### config.mk
export PLATFORM = sky130hd
export DESIGN_NAME = addr_burst_reg
export DESIGN_NICKNAME = d
export VERILOG_FILES = /design/src/rtl/cpu_addr_pkg.sv /design/src/rtl/addr_burst_reg_beat_counter.sv /design/src/rtl/addr_burst_reg.sv
export SDC_FILE = /design/constraint.sdc
export NUM_CORES = 1
export LEC_CHECK = 0
export ABC_AREA = 1
export ABC_CLOCK_PERIOD_IN_PS = 3210
export CAP_MARGIN = 20
export CORE_MARGIN = 10
export CORE_UTILIZATION = 30
export CTS_CLUSTER_DIAMETER = 50
export DETAILED_ROUTE_END_ITERATION = 8
export GPL_ROUTABILITY_DRIVEN = 1
export HOLD_SLACK_MARGIN = 0.02
export SETUP_SLACK_MARGIN = 0.02
export SYNTH_ARGS = -nofsm -noshare
export SYNTH_HDL_FRONTEND = slang
export SYNTH_SLANG_ARGS = --single-unit
### constraint.sdc
create_clock -name sys_clk -period 3.21 [get_ports sys_clk]
set_input_delay 0.4815 -clock sys_clk [delete_from_list [all_inputs] [get_ports sys_clk]]
set_output_delay 0.4815 -clock sys_clk [all_outputs]
set_load 0.1 [all_outputs]
### src/rtl/cpu_addr_pkg.sv
// Shared constants for the CPU address path: state encoding and burst direction.
package cpu_addr_pkg;

    localparam logic ST_IDLE  = 1'b0;
    localparam logic ST_BURST = 1'b1;

    localparam logic DIR_INC = 1'b0;
    localparam logic DIR_DEC = 1'b1;

endpackage

### src/rtl/addr_burst_reg_beat_counter.sv
// Loadable down-counter tracking remaining burst beats.
// Flags the final beat so the parent can finish the burst.
module beat_counter #(
    parameter int LW = 4
) (
    input  logic          sys_clk,
    input  logic          sys_rst,
    input  logic          load,
    input  logic [LW-1:0] load_val,
    input  logic          dec,
    output logic          last
);

    logic [LW-1:0] count;

    always_ff @(posedge sys_clk or negedge sys_rst) begin
        if (!sys_rst) begin
            count <= '0;
        end else if (load) begin
            count <= load_val;
        end else if (dec && count != '0) begin
            count <= count - 1'b1;
        end
    end

    assign last = (count == LW'(1));

endmodule

### src/rtl/addr_burst_reg.sv
// Address register with valid/ready burst sequencing toward ABUSD.
// Define ADDR_BOUND_EN to stop bursts that would wrap past the address space.
module addr_burst_reg
    import cpu_addr_pkg::*;
#(
    parameter int AW   = 8,
    parameter int LW   = 4,
    parameter int STEP = 1
) (
    input  logic          sys_clk,
    input  logic          sys_rst,
    input  logic [AW-1:0] load_addr,
    input  logic          LDAR,
    input  logic          burst_start,
    input  logic [LW-1:0] burst_len,
    input  logic          dir,
    input  logic          burst_abort,
    input  logic          addr_ready,
    output logic [AW-1:0] ABUSD,
    output logic          addr_valid,
    output logic          ar_busy,
    output logic          burst_done,
    output logic          addr_err
);

    logic          state;
    logic          dir_q;
    logic          start_ok;
    logic          accept;
    logic          last_beat;
    logic          bound_hit;
    logic [AW-1:0] next_addr;

    assign start_ok = (state == ST_IDLE) && burst_start && (burst_len != '0);
    assign accept   = (state == ST_BURST) && addr_valid && addr_ready;

`ifdef ADDR_BOUND_EN
    localparam logic [AW:0] STEP_X = (AW+1)'(STEP);
    logic [AW:0] sum_ext;

    // Extra top bit captures carry out (inc) or borrow (dec).
    assign sum_ext   = (dir_q == DIR_DEC) ? {1'b0, ABUSD} - STEP_X
                                          : {1'b0, ABUSD} + STEP_X;
    assign next_addr = sum_ext[AW-1:0];
    assign bound_hit = sum_ext[AW] && !last_beat;
`else
    localparam logic [AW-1:0] STEP_A = AW'(STEP);

    assign next_addr = (dir_q == DIR_DEC) ? ABUSD - STEP_A
                                          : ABUSD + STEP_A;
    assign bound_hit = 1'b0;
`endif

    beat_counter #(
        .LW (LW)
    ) u_beat_counter (
        .sys_clk  (sys_clk),
        .sys_rst  (sys_rst),
        .load     (start_ok),
        .load_val (burst_len),
        .dec      (accept),
        .last     (last_beat)
    );

    always_ff @(posedge sys_clk or negedge sys_rst) begin
        if (!sys_rst) begin
            state      <= ST_IDLE;
            dir_q      <= DIR_INC;
            ABUSD      <= '0;
            addr_valid <= 1'b0;
            ar_busy    <= 1'b0;
            burst_done <= 1'b0;
            addr_err   <= 1'b0;
        end else begin
            burst_done <= 1'b0;
            addr_err   <= 1'b0;
            case (state)
                ST_IDLE: begin
                    if (LDAR) begin
                        ABUSD <= load_addr;
                    end
                    if (start_ok) begin
                        state      <= ST_BURST;
                        addr_valid <= 1'b1;
                        ar_busy    <= 1'b1;
                        dir_q      <= dir;
                    end
                end
                ST_BURST: begin
                    if (accept && bound_hit) begin
                        // Boundary beat stays on the bus; burst ends with an error.
                        state      <= ST_IDLE;
                        addr_valid <= 1'b0;
                        ar_busy    <= 1'b0;
                        addr_err   <= 1'b1;
                    end else begin
                        if (accept) begin
                            ABUSD <= next_addr;
                        end
                        if (burst_abort || (accept && last_beat)) begin
                            state      <= ST_IDLE;
                            addr_valid <= 1'b0;
                            ar_busy    <= 1'b0;
                            burst_done <= accept && last_beat && !burst_abort;
                        end
                    end
                end
                default: begin
                    state <= ST_IDLE;
                end
            endcase
        end
    end

endmodule

; ---- After elaboration in Yosys (flattened, before gate mapping)
; Index checks and enable logic that the tools add are counted.
[classes]
add_sub_neg = 3
multipliers = 0
n_div = 0
magnitude_cmp = 0
eq_ne = 5
shift = 0
mux = 14
bitwise = 1
n_reduce_logical = 15
[op_table]
columns = cell, count
row1 = $mux 8, 3
row2 = $pmux 8 s2, 1
row3 = $add 8x1->8 const B, 1
row4 = $mux 4, 2
row5 = $reduce_bool 4->1, 2
row6 = $sub 8x1->8 const B, 1
row7 = $logic_and 1x1->1, 7
row8 = $mux 1, 6
row9 = $reduce_and 2->1, 3
row10 = $eq 4x1->1 const B, 1
row11 = $ne 2x1->1 const B, 2
row12 = $ne 2x2->1 const B, 2
row13 = $pmux 1 s2, 2
row14 = $sub 4x1->4 const B, 1
row15 = $reduce_bool 2->1, 1
row16 = $logic_not 1->1, 1
row17 = $logic_or 1x1->1, 1
row18 = $not 1->1, 1
[totals]
register_bits = 16
latchBits = 0
ramBits = 0
rom_bits = 0
output_inout_bits = 12
n_memories = 0

; ---- Logic depth before layout (Yosys ltp)
; Gate-level depths: netlist of run 1.
[depth]
ltp_word = 6
depth_mapped = 11

; ---- Hierarchy
; Synthesis of run 1 repeated with hierarchy kept, for this count alone.
[unflattened]
hier_cells = 165
area_unflattened_um2 = 1199.9
[by_module_without_submodules]
columns = module, instances, cells_per_inst, area_each_um2, seq_area_each_um2
row1 = addr_burst_reg, 1, 128, 918.4, 300.3
row2 = beat_counter, 1, 37, 281.5, 100.1

; ---- Worst setup path before layout of run 1
; Ideal clock, no wire load.
[synth_path]
path_kind = flip-flop to flip-flop
startpoint = register ABUSD[0]
endpoint = register ABUSD[6]
t_arrival_ns = 2.045
required_ns = 3.090
slack_ns = 1.045
stages_incl_launch_ff = 11
path_buffers = 0
synth_period_minus_slack_ns = 2.165
cell_sequence = dfrtp_1 > inv_1 > fa_1 > inv_1 > nand2_1 > nand2_1 > nand3b_1 > nand3_1 > nand3_1 > nand2_1 > nand2_1
[synth_via]
elab_chain_len = 4
word_cells_on_any_way = 5
classes_between = add/sub: 2 / mux: 3
[synth_rtl]
columns = item, line
row1 = start: declaration, addr_burst_reg.sv:19  ; output logic [AW-1:0] ABUSD,
row2 = start signal: assignment, addr_burst_reg.sv:80  ; ABUSD <= load_addr;
row3 = start signal: assignment, addr_burst_reg.sv:98  ; ABUSD <= next_addr;
row4 = $add 8x1->8 or $sub 8x1->8 (tied branches), "addr_burst_reg.sv:50, addr_burst_reg.sv:49"
row5 = $mux 8 *, addr_burst_reg.sv:49  ; assign next_addr = (dir_q == DIR_DEC) ? ABUSD - STEP_A
row6 = $mux 8 *, addr_burst_reg.sv:97  ; if (accept) begin
row7 = $pmux 8 s2 *, addr_burst_reg.sv:77  ; case (state)
; Mark *: on every way between the ends. The rest lies on a longest branch, timed or not. The select of a mux whose other input is x is not followed.
; A chain may end at the register's enable or synchronous reset.

; ---- Worst setup path after layout of run 1
[layout_path]
startpoint = register dir_q
endpoint = register ABUSD[4]
[layout_via]
elab_chain_len = 3
[layout_rtl]
columns = item, line
row1 = start: declaration, addr_burst_reg.sv:27  ; logic dir_q;
row2 = start signal: assignment, addr_burst_reg.sv:86  ; dir_q <= dir;
row3 = $mux 8, addr_burst_reg.sv:49
row4 = $mux 8, addr_burst_reg.sv:97
row5 = $pmux 8 s2, addr_burst_reg.sv:77
; Every way passes these cells. The select of a mux whose other input is x is not followed.

==> results of run 1 <==
## final timing paths
| check | startpoint | end | cells past startpoint |
|---|---|---|---|
| max in group asynchronous | sys_rst | ABUSD[1] | 1 |
| min in group asynchronous | sys_rst | u_beat_counter.count[2] | 1 |
| hold / removal | ABUSD[5] | ABUSD[5] | 2 |
| setup reg to reg | dir_q | ABUSD[4] | 9 |
| hold reg to reg | ABUSD[5] | ABUSD[5] | 2 |
| setup / recovery | dir_q | ABUSD[4] | 9 |
## per-layer routing
| metal | GRT usage | vias to the layer above | wire length, um |
|---|---|---|---|
| li1 | - | 560 | - |
| met1 | 0.101 | 470 | 1260 |
| met2 | 0.150 | 20 | 1310 |
| met3 | 0.0378 | 2 | 190 |
| met4 | 0.0306 | 0 | 17 |
| met5 | 0 | - | 0 |
## Yosys cell counts
library cell	n
sky130_fd_sc_hd__a21oi_1	5
sky130_fd_sc_hd__a21oi_2	6
sky130_fd_sc_hd__buf_2	1
sky130_fd_sc_hd__buf_4	2
sky130_fd_sc_hd__conb_1	1
sky130_fd_sc_hd__dfrtp_1	16
sky130_fd_sc_hd__fa_1	1
sky130_fd_sc_hd__ha_1	8
sky130_fd_sc_hd__inv_1	16
sky130_fd_sc_hd__inv_2	3
sky130_fd_sc_hd__inv_4	1
sky130_fd_sc_hd__nand2_1	42
sky130_fd_sc_hd__nand2_2	3
sky130_fd_sc_hd__nand2_4	1
sky130_fd_sc_hd__nand3_1	10
sky130_fd_sc_hd__nand3_2	1
sky130_fd_sc_hd__nand3b_1	2
sky130_fd_sc_hd__nor2_1	20
sky130_fd_sc_hd__nor2_2	1
sky130_fd_sc_hd__o211ai_1	3
sky130_fd_sc_hd__o21ai_0	2
sky130_fd_sc_hd__o21ai_1	2
sky130_fd_sc_hd__o221ai_1	1
sky130_fd_sc_hd__o22ai_1	1
sky130_fd_sc_hd__or2_1	2
sky130_fd_sc_hd__or2_2	1
sky130_fd_sc_hd__xnor2_1	4
sky130_fd_sc_hd__xor2_1	1
## registers in the layout, indices dropped and copies added (netlist names)
name                  cells
ABUSD                     8
ar_busy                   1
burst_done                1
dir_q                     1
state                     1
u_beat_counter.count      4
## area by class of cell
class,count,area (um2),share of cell area
sequential,16,400,0.263
inverter,20,77.6,0.0510
tap,48,60.1,0.0395
timing repair buffer,29,263,0.173
multi-input combinational,118,666,0.437
clock buffer,4,55.1,0.0362
## power by group
| group | leakage (nW) | internal (mW) | switching (mW) |
|---|---|---|---|
| combinational | 0.527 | 0.353 | 0.805 |
| clock | 0.0288 | 0.109 | 0.0786 |
| sequential | 0.191 | 0.281 | 0.0920 |
## logic make-up after synthesis
| kind of cell | synth area share |
|---|---|
| compound gates | 0.116 |
| xor+xnor | 0.0376 |
| fa+ha+maj | 0.103 |
| buf+inv | 0.0839 |
| flops | 0.344 |
| other cells | 0.00322 |
| simple gates | 0.312 |
## worst max-delay path, stage by stage (launching register included)
cell                      delay (ps)
sky130_fd_sc_hd__dfrtp_1         510
sky130_fd_sc_hd__inv_1           120
sky130_fd_sc_hd__fa_1            380
sky130_fd_sc_hd__inv_1            70
sky130_fd_sc_hd__nand2_1          60
sky130_fd_sc_hd__nand2_1          80
sky130_fd_sc_hd__nand2_1          70
sky130_fd_sc_hd__xnor2_1         140
sky130_fd_sc_hd__nand2_1          80
sky130_fd_sc_hd__a21oi_2         140
## per-stage QoR
stage | hold slack, ps | total power [mW] | cells
after global placement | 522 | 1.54 | 231
final | 535 | 1.72 | 235
after floorplan | 186 | 1.30 | 157
after detailed placement | 526 | 1.55 | 231
after global routing | 574 | 1.87 | 235
after CTS | 543 | 1.74 | 235
==> flow_summary.rst, run 1 <==
.. list-table::
   :header-rows: 1

   * - Metric
     - Value
   * - Class of the most critical setup path
     - reg -> reg
   * - Total clock buffers created by CTS
     - 3
   * - Share of final-layout standard cells stronger than drive strength 1
     - 0.171
   * - Post-synthesis sequential element count
     - 16
   * - Commonest non-fill, non-tap cell in the layout
     - sky130_fd_sc_hd__nand2_1
   * - Sink Count
     - 16
   * - Outcome
     - finished clean
   * - Worst-case setup slack after placement
     - 1440 ps
   * - Transition time at the pin with the least slew margin
     - 759 ps
   * - Via count of the first global-routing pass
     - 1063
   * - Placer congestion estimate
     - 0.798
   * - Via-per-instance ratio
     - roughly 4.5
   * - Vias after detailed routing
     - 1052
   * - Area contributors post-synth
     - sky130_fd_sc_hd__dfrtp_1 34%, sky130_fd_sc_hd__nand2_1 14%, sky130_fd_sc_hd__ha_1 8.6%, sky130_fd_sc_hd__nor2_1 6.5%, sky130_fd_sc_hd__inv_1 5.2%
   * - Per-instance average area after synthesis
     - 7.41 um2
   * - Number of ports placed on the die boundary
     - 31
   * - DRC
     - 0
   * - WP data required
     - 3400 ps
   * - Initial Util
     - 0.313
   * - Length of the first detailed-routing pass in iterations
     - 4
   * - Total wire length
     - 2770 um
   * - Final-layout setup total negative slack
     - 0 ps
   * - Post-cts resize count
     - 0
   * - Overflow after GRT
     - 0
   * - Synthesized instance count
     - 157
   * - Most frequent cells in the layout
     - 42 x sky130_fd_sc_hd__nand2_1, 20 x sky130_fd_sc_hd__nor2_1, 18 x sky130_fd_sc_hd__clkdlybuf4s50_1
   * - Wire length per cell
     - 11.8 um
   * - Total global-route track usage
     - 0.0898
   * - Final hold vios
     - 0
   * - Clock H-tree levels
     - 1
   * - Final antenna-violating net count
     - 0
   * - Post-placement cell area
     - ~1500 um2
   * - HP Class
     - reg -> reg
   * - Port Buf Inserts
     - 29
   * - Worst Setup Start Kind
     - flop
   * - Achievable clock frequency
     - 593 MHz
   * - Vertical extent of the die
     - between 80 and 90 um
   * - Number of nets in the synthesized netlist
     - 185
   * - Area added between synthesis and finish
     - 30.8%
   * - Count of standard-cell rows
     - 22
   * - Die width
     - 82.3 um
   * - Reg-to-reg setup timing slack
     - roughly 1500 ps
   * - Hold buffer count at CTS
     - 0
   * - Largest fanout of any net on the critical path
     - 8
   * - Root Buffer Master
     - sky130_fd_sc_hd__clkbuf_8
   * - Count of warnings emitted by yosys
     - 0
   * - Worst-path clk slew
     - about 70 ps
   * - Sequential fraction of the synthesis area
     - 0.344
   * - Combined area of all synthesized cells
     - 1160 um2
   * - Crit path time final
     - approximately 1700 ps
   * - Core Box Area
     - 3720 um2
   * - Cell type with the largest total area after synthesis
     - sky130_fd_sc_hd__dfrtp_1
   * - Maximum number of pins on one net before global-route repair
     - 17
   * - Crit share post-route
     - 0.526
   * - Wire length of the first global-routing pass
     - 4750 um
   * - Fill cell total of the finished layout
     - ~410
   * - Count of inserted antenna diode cells
     - 0
   * - Final-stage net count
     - 216
   * - Overall die area
     - 6770 um2
   * - Skew final
     - around 3.4 ps
   * - Initial DRC count
     - 32
   * - Leakage component of the power
     - 0.746 nW
   * - CP endpoint kind
     - flop
   * - Pwr Density
     - 1130 nW/um2
   * - Maximum ir drop on the vdd rail
     - 0.391 mV
   * - Setup fix buffers added after clock tree synthesis
     - 0
   * - Arrival time worst endpoint
     - 1880 ps
   * - Max-Slew Margin vs Limit
     - 0.492
   * - Final count of pins violating max slew
     - 0
   * - Unrepaired setup endpoints after global routing
     - false
   * - Max capacitance violation total
     - 0
   * - Post-synth cell types
     - 28
   * - Number of antenna violations at the first check in global routing
     - 0
   * - Clock latency on the worst-skew pair
     - approximately 260 ps
   * - Area share of the largest cell type after synthesis
     - 0.344
   * - Setup slack of the critical path after layout
     - 1520 ps
   * - Post-layout instance area
     - 1520 um2
   * - Post-DP HPWL
     - 2270 um
   * - Setup violators final
     - 0
   * - Clock Path Buffers
     - 2
   * - CTS tree
     - built
   * - Layout Utilization
     - 0.409
No activity file was read; power rests on OpenSTA's default activity.
==> run 2: changes to the inputs <==
Settings changed: ABC_CLOCK_PERIOD_IN_PS 3210 to 1700.
Clock period 3.21 ns to 1.7 ns, I/O delays scaled along.
==> run 2 against run 1 <==
Effect of this change: sequential cell count unchanged; power increased by 120%; non-clock buffer count increased by 7; critical path depth unchanged; worst hold slack got worse by 220 ps; combinational power increased by 130%; critical path type unchanged; critical endpoint unchanged; largest cell class unchanged; largest power group unchanged.
==> flow_summary.rst, run 2 (same netlist as run 1, synthesis figures left out) <==
.. list-table::
   :header-rows: 1

   * - Metric
     - Value
   * - Outcome
     - finished clean
   * - Total global-route track usage
     - 0.0869 (-0.00288)
   * - Number of cells on the critical path
     - 9 (unchanged)
   * - Placer congestion estimate
     - 0.820 (+2.8%)
   * - Reg-to-reg setup timing slack
     - 80 ps (-1450 ps)
   * - Count of standard-cell rows
     - 22 (unchanged)
   * - Final-stage net count
     - 223 (+3.2%)
   * - Share of final-layout standard cells stronger than drive strength 1
     - 0.289 (+0.118)
   * - Root Buffer Master
     - sky130_fd_sc_hd__clkbuf_8
   * - Final count of pins violating max slew
     - 0 (unchanged)
   * - Area added between synthesis and finish
     - 52.9%
   * - Post-DP HPWL
     - 2320 um (+2.2%)
   * - Port Buf Inserts
     - 29 (unchanged)
   * - Via-per-instance ratio
     - 4.60 (+2.8%)
   * - HP Class
     - in -> async
   * - Largest register FFs
     - 8 (unchanged)
   * - Library cell appearing most often on the critical path
     - sky130_fd_sc_hd__nand2_1
   * - Crit share post-route
     - 0.955 (+0.429)
   * - Max capacitance violation total
     - 0 (unchanged)
   * - Worst setup path start
     - ABUSD[0]
   * - Net switching power
     - 1.97 mW (+100%)
   * - Final-layout setup total negative slack
     - 0 ps (unchanged)
   * - Slowest cell on the critical path
     - sky130_fd_sc_hd__dfrtp_4
   * - Clock Path Buffers
     - 2 (unchanged)
   * - Met3 WL post-DR
     - 140 um (-26%)
   * - Leakage component of the power
     - 0.819 nW (+9.7%)
   * - Wire length of the first global-routing pass
     - 4740 um (-0.15%)
   * - Total clock buffers created by CTS
     - 3 (unchanged)
   * - Total wire length
     - 3010 um (+8.6%)
   * - Commonest non-fill, non-tap cell in the layout
     - sky130_fd_sc_hd__nand2_1
   * - DRC
     - 0 (unchanged)
   * - Metal-1 WL
     - 1260 um (-0.24%)
   * - Register with the highest flop count
     - ABUSD
   * - WP data required
     - 1890 ps (-1510 ps)
   * - Final antenna-violating net count
     - 0 (unchanged)
   * - Wire length per cell
     - 12.4 um (+5.5%)
   * - Skew final
     - 7.48 ps (+4.08 ps)
   * - Initial DRC count
     - 51 (+59%)
   * - Number of antenna violations at the first check in global routing
     - 0 (unchanged)
   * - Final hold vios
     - 0 (unchanged)
   * - Fill cell total of the finished layout
     - 375 (-9.2%)
   * - Worst reg2reg startpoint
     - ABUSD[0]
   * - Largest fanout of any net on the critical path
     - 4 (-4)
   * - Hold buffer count at CTS
     - 0 (unchanged)
   * - Biggest regs
     - ABUSD (8), u_beat_counter.count (4)
   * - Die width
     - 82.3 um (unchanged)
   * - Maximum number of pins on one net before global-route repair
     - 17 (unchanged)
   * - Critical path buffer and inverter count
     - 2 (unchanged)
   * - Sink Count
     - 16 (unchanged)
   * - Capture point of the critical path
     - ABUSD[4]
   * - Destination of the worst register-to-register timing path
     - ABUSD[4]
   * - Sequence of cells on the critical path
     - inv_2 > fa_2 > inv_1 > nand2_1 > nand2_1 > nand2_1 > xnor2_1 > nand2_1 > a21oi_2
   * - Number of ports placed on the die boundary
     - 31 (unchanged)
   * - Switching power as a share of total power
     - 0.518 (-0.0499)
   * - Count of inserted antenna diode cells
     - 0 (unchanged)
   * - Clock latency on the worst-skew pair
     - 260 ps (about the same)
   * - Cells on worst reg2reg path
     - 9 (unchanged)
   * - Clock network fraction of design power
     - 0.093 (-0.016)
   * - Clock H-tree levels
     - 1 (unchanged)
   * - Worst-path clk slew
     - 70 ps (about the same)
   * - Multi-input logic area
     - 712 um2 (+7.0%)
   * - Maximum ir drop on the vdd rail
     - 0.644 mV (+65%)
   * - Setup violators final
     - 0 (unchanged)
   * - Vias after detailed routing
     - 1114 (+5.9%)
   * - Vertical extent of the die
     - 82.3 um (unchanged)
   * - Overflow after GRT
     - 0 (unchanged)
   * - Length of the first detailed-routing pass in iterations
     - 4 (unchanged)
   * - CTS tree
     - built
   * - Cell type group with the largest total delay on the critical path
     - flip-flops
   * - Most frequent cells in the layout
     - 42 x sky130_fd_sc_hd__nand2_1, 20 x sky130_fd_sc_hd__nor2_1, 18 x sky130_fd_sc_hd__clkdlybuf4s50_1
   * - Crit path time final
     - 1620 ps (-63.6 ps)
   * - CP endpoint kind
     - flop
   * - Sequential share of power
     - 0.213 (-0.004)
   * - Pwr Density
     - 2140 nW/um2 (+90%)
   * - Arrival time worst endpoint
     - 1810 ps (-70 ps)
   * - Delay of the slowest cell on the worst path
     - 450 ps (-60 ps)
   * - Unrepaired setup endpoints after global routing
     - false
   * - Gate power share
     - 0.694 (+0.020)
   * - Achievable clock frequency
     - 616 MHz (+3.9%)
   * - Layout Utilization
     - 0.479 (+0.0694)
   * - Pint
     - 1.84 mW (+150%)
   * - Class of the most critical setup path
     - reg -> reg
   * - Core Box Area
     - 3720 um2 (unchanged)
   * - Worst Setup Start Kind
     - flop
   * - Sum of met2 wire segment lengths after detailed routing
     - 1610 um (+23%)
   * - FF/Latch Area
     - 422 um2 (+5.3%)
   * - Overall die area
     - 6770 um2 (unchanged)
   * - Post-layout instance area
     - 1780 um2 (+17%)
   * - Initial Util
     - 0.313 (unchanged)
   * - Post-placement cell area
     - 1660 um2 (+13%)
   * - Highest metal layer used by the detailed router
     - met4
   * - Via count of the first global-routing pass
     - 1100 (+3.5%)
## run 2: cell type report
class	count	share of cell area
clock buffer	4	0.0309
inverter	20	0.0436
multi-input combinational	118	0.400
sequential	16	0.237
tap	48	0.0338
timing repair buffer	36	0.255
## run 2: timing repair
item | 4_1_cts | 5_1_grt
resized for setup | 0 | 6
endpoints found under the setup margin | 0 | 5
setup buffers | 0 | 3
## run 2: how the worst min path moves through the flow
stage	from	end	slack (ps)
after floorplan	sys_rst	ABUSD[3]	-40
after global placement	u_beat_counter.count[0]	u_beat_counter.count[0]	540
after detailed placement	u_beat_counter.count[0]	u_beat_counter.count[0]	540
after CTS	sys_rst	dir_q	330
after global routing	sys_rst	dir_q	360
final	sys_rst	dir_q	320
## run 2: worst reg2reg max path, stage by stage (launching register included)
cell,delay (ps)
sky130_fd_sc_hd__dfrtp_4,450
sky130_fd_sc_hd__inv_2,60
sky130_fd_sc_hd__fa_2,370
sky130_fd_sc_hd__inv_1,70
sky130_fd_sc_hd__nand2_1,60
sky130_fd_sc_hd__nand2_1,90
sky130_fd_sc_hd__nand2_1,90
sky130_fd_sc_hd__xnor2_1,180
sky130_fd_sc_hd__nand2_1,80
sky130_fd_sc_hd__a21oi_2,120
## run 2: metrics by stage
| step | power, mW | hold WS, ps | std cells | setup slack, ps |
|---|---|---|---|---|
| after floorplan | 2.52 | -40.6 | 157 | 21.6 |
| after global placement | 3.28 | 537 | 235 | 94.0 |
| after detailed placement | 3.31 | 536 | 235 | 54.1 |
| after CTS | 3.68 | 326 | 239 | 27.8 |
| after global routing | 4.10 | 361 | 242 | 13.1 |
| final | 3.81 | 320 | 242 | 76.6 |
## run 2: layer usage
layer | up-vias | GRT usage
met1 | 514 | 0.0937
met4 | 0 | 0.0153
met5 | - | 0
met2 | 23 | 0.164
li1 | 575 | -
met3 | 2 | 0.0259
## run 2: power groups by stage
| stage | combinational [mW] | sequential, mW | clock [mW] |
|---|---|---|---|
| floorplan | 1.07 | 1.44 | 0 |
| global placement | 2.48 | 0.806 | 0 |
| detailed placement | 2.50 | 0.809 | 0 |
| CTS | 2.51 | 0.800 | 0.363 |
| global route | 2.87 | 0.845 | 0.382 |
| finish | 2.65 | 0.814 | 0.354 |
==> run 3: changes to the inputs <==
Settings changed: CORE_MARGIN 10 to unset.
==> run 3 against run 2 <==
Effect of this change: clock power shrank 1%; global-route usage rose by 5.8 points; wire length fell by 7.5%; sequential share of layout area fell by 0.63 points; design area is 2.7% higher; worst setup slack got worse by 17 ps; via count is 0.36% higher; sequential power grew 0.6%; combinational power is 4% higher; fmax down 1.0%; register-to-register slack got worse by 20 ps; final cell count unchanged; highest routed layer unchanged.
==> flow_summary.rst, run 3 (same netlist as run 1, synthesis figures left out) <==
.. list-table::
   :header-rows: 1

   * - Metric
     - Value
   * - Leakage component of the power
     - 0.824 nW (+0.64%)
   * - Overflow after GRT
     - 0 (unchanged)
   * - CTS tree
     - built
   * - Total global-route track usage
     - 0.145 (+0.0580)
   * - Wire length per cell
     - 11.5 um (-7.5%)
   * - Placed Cells
     - 235 (unchanged)
   * - Share of final-layout standard cells stronger than drive strength 1
     - 0.314 (+0.0258)
   * - Final-stage net count
     - 223 (unchanged)
   * - Root Buffer Master
     - sky130_fd_sc_hd__clkbuf_8
   * - Destination of the worst register-to-register timing path
     - ABUSD[7]
   * - Skew final
     - 3.26 ps (-4.22 ps)
   * - Port Buf Inserts
     - 29 (unchanged)
   * - Area added between synthesis and finish
     - 57.1%
   * - Initial Util
     - 0.315 (+0.00234)
   * - Vertical extent of the die
     - 64.3 um (-22%)
   * - Maximum number of pins on one net before global-route repair
     - 17 (unchanged)
   * - Sink Count
     - 16 (unchanged)
   * - Die width
     - 64.3 um (-22%)
   * - Maximum ir drop on the vdd rail
     - 0.717 mV (+11%)
   * - Number of ports placed on the die boundary
     - 31 (unchanged)
   * - Commonest non-fill, non-tap cell in the layout
     - sky130_fd_sc_hd__nand2_1
   * - Largest register FFs
     - 8 (unchanged)
   * - CP endpoint kind
     - flop
   * - Placer congestion estimate
     - 0.888 (+8.2%)
   * - Largest fanout of any net on the critical path
     - 5 (+1)
   * - Number of antenna violations at the first check in global routing
     - 0 (unchanged)
   * - Global routing usage on met2
     - 0.257 (+0.0925)
   * - Register with the highest flop count
     - ABUSD
   * - Clock Path Buffers
     - 2 (unchanged)
   * - Reg-to-reg setup timing slack
     - 60 ps (-20 ps)
   * - Fill cell total of the finished layout
     - 369 (-1.6%)
   * - Cells on worst reg2reg path
     - 9 (unchanged)
   * - Worst reg2reg startpoint
     - dir_q
   * - Clock H-tree levels
     - 1 (unchanged)
   * - Crit share post-route
     - 0.965 (+0.0100)
   * - Final count of pins violating max slew
     - 0 (unchanged)
   * - Unrepaired setup endpoints after global routing
     - true
   * - Length of the first detailed-routing pass in iterations
     - 4 (unchanged)
   * - DRC
     - 0 (unchanged)
   * - Most frequent cells in the layout
     - 40 x sky130_fd_sc_hd__nand2_1, 20 x sky130_fd_sc_hd__nor2_1, 18 x sky130_fd_sc_hd__clkdlybuf4s50_1
   * - GR met1 Demand/Resource
     - 0.171 (+0.0773)
   * - Worst Setup Start Kind
     - flop
   * - Pwr Density
     - 2150 nW/um2 (about the same)
   * - Crit path time final
     - 1640 ps (+17.0 ps)
   * - Total wire length
     - 2790 um (-7.5%)
   * - Vias after detailed routing
     - 1118 (+0.36%)
   * - Total clock buffers created by CTS
     - 3 (unchanged)
   * - Class of the most critical setup path
     - reg -> reg
   * - Max capacitance violation total
     - 0 (unchanged)
   * - Worst-path clk slew
     - 70 ps (about the same)
   * - Hold Worst Slack
     - 319 ps (-0.323 ps)
   * - Met3 track utilization from global routing
     - 0.0232 (-0.00270)
   * - Final non-filler cell total
     - 242 (unchanged)
   * - Biggest regs
     - ABUSD (8), u_beat_counter.count (4)
   * - Outcome
     - finished clean
   * - Count of standard-cell rows
     - 22 (unchanged)
   * - GR peak layer
     - met2
   * - HP Class
     - in -> async
   * - Count of inserted antenna diode cells
     - 0 (unchanged)
   * - Initial DRC count
     - 20 (-61%)
   * - Overall die area
     - 4130 um2 (-39%)
   * - WP data required
     - 1840 ps (-50 ps)
   * - Via count of the first global-routing pass
     - 1096 (-0.36%)
   * - Arrival time worst endpoint
     - 1780 ps (-30 ps)
   * - Final antenna-violating net count
     - 0 (unchanged)
   * - Core Box Area
     - 3690 um2 (-0.74%)
   * - Achievable clock frequency
     - 610 MHz (-1.0%)
   * - Final hold vios
     - 0 (unchanged)
   * - Wire length of the first global-routing pass
     - 4690 um (-1.0%)
   * - Post-DP HPWL
     - 2110 um (-9.1%)
   * - Hold buffer count at CTS
     - 0 (unchanged)
   * - Clock latency on the worst-skew pair
     - 250 ps (about the same)
   * - Via-per-instance ratio
     - 4.62 (+0.36%)
   * - Setup violators final
     - 0 (unchanged)
[run 3: changes by cell type in the layout (fill, tap and decap cells not counted), moves of 2 or more]
cell / previous run / this run
sky130_fd_sc_hd__nand2_1: 42 / 40
sky130_fd_sc_hd__buf_4: 7 / 5
sky130_fd_sc_hd__nand2_2: 3 / 5
sky130_fd_sc_hd__ha_4: 3 / 5
sky130_fd_sc_hd__ha_1: 5 / 3
[run 3: what timing repair did]
item,4_1_cts,5_1_grt
gates resized for setup,0,12
buffers inserted,0,3
endpoints found under the setup margin,0,4
[run 3: cell type report]
type                       instances  area (um2)  share of cell area
sequential                        16         422               0.231
multi-input combinational        118         744               0.407
timing repair buffer              36         469               0.257
inverter                          20        77.6              0.0424
clock buffer                       4        55.1              0.0301
tap                               48        60.1              0.0329
[run 3: worst max-delay path by stage]
stage / start / endpoint / slack (ps) / depth (start not counted)
6_report: dir_q / ABUSD[7] / 60 / 9
5_1_grt: ABUSD[0] / ABUSD[4] / -60 / 9
4_1_cts: dir_q / ABUSD[6] / 60 / 10
3_5_place_dp: dir_q / ABUSD[6] / 70 / 10
3_3_place_gp: dir_q / ABUSD[4] / 110 / 9
2_1_floorplan: ABUSD[4] / ABUSD[7] / 20 / 9
[run 3: metrics by stage]
step | cell area (um2) | TNS, ps | power (mW) | utilization | setup WS (ps)
final | 1830 | 0 | 3.92 | 0.496 | 59.5
after global routing | 1830 | -119 | 4.22 | 0.496 | -63.0
after CTS | 1710 | 0 | 3.68 | 0.464 | 60.1
after detailed placement | 1660 | 0 | 3.31 | 0.449 | 73.6
after global placement | 1660 | 0 | 3.27 | 0.449 | 113
after floorplan | 1190 | 0 | 2.52 | - | 21.6
[run 3: worst max-delay path, stage by stage, from the launching register on]
cell                      delay (ps)
sky130_fd_sc_hd__dfrtp_2         460
sky130_fd_sc_hd__buf_12          150
sky130_fd_sc_hd__ha_4            280
sky130_fd_sc_hd__nand2_2          60
sky130_fd_sc_hd__nor2_1          180
sky130_fd_sc_hd__nand3_2         110
sky130_fd_sc_hd__nand3_1         100
sky130_fd_sc_hd__nand3_1          70
sky130_fd_sc_hd__nand2_1          60
sky130_fd_sc_hd__nand2_1          50
[run 3: per-layer routing]
metal / vias to the layer above / wire (um)
met5: - / 0
met4: 0 / 41
met3: 6 / 105
met2: 22 / 1490
met1: 521 / 1150
li1: 569 / -
[run 3: power by group]
group / total [mW] / switching [mW] / internal, mW
sequential: 0.819 / 0.247 / 0.572
clock: 0.349 / 0.144 / 0.206
combinational: 2.75 / 1.63 / 1.12
total: 3.92 / 2.02 / 1.90
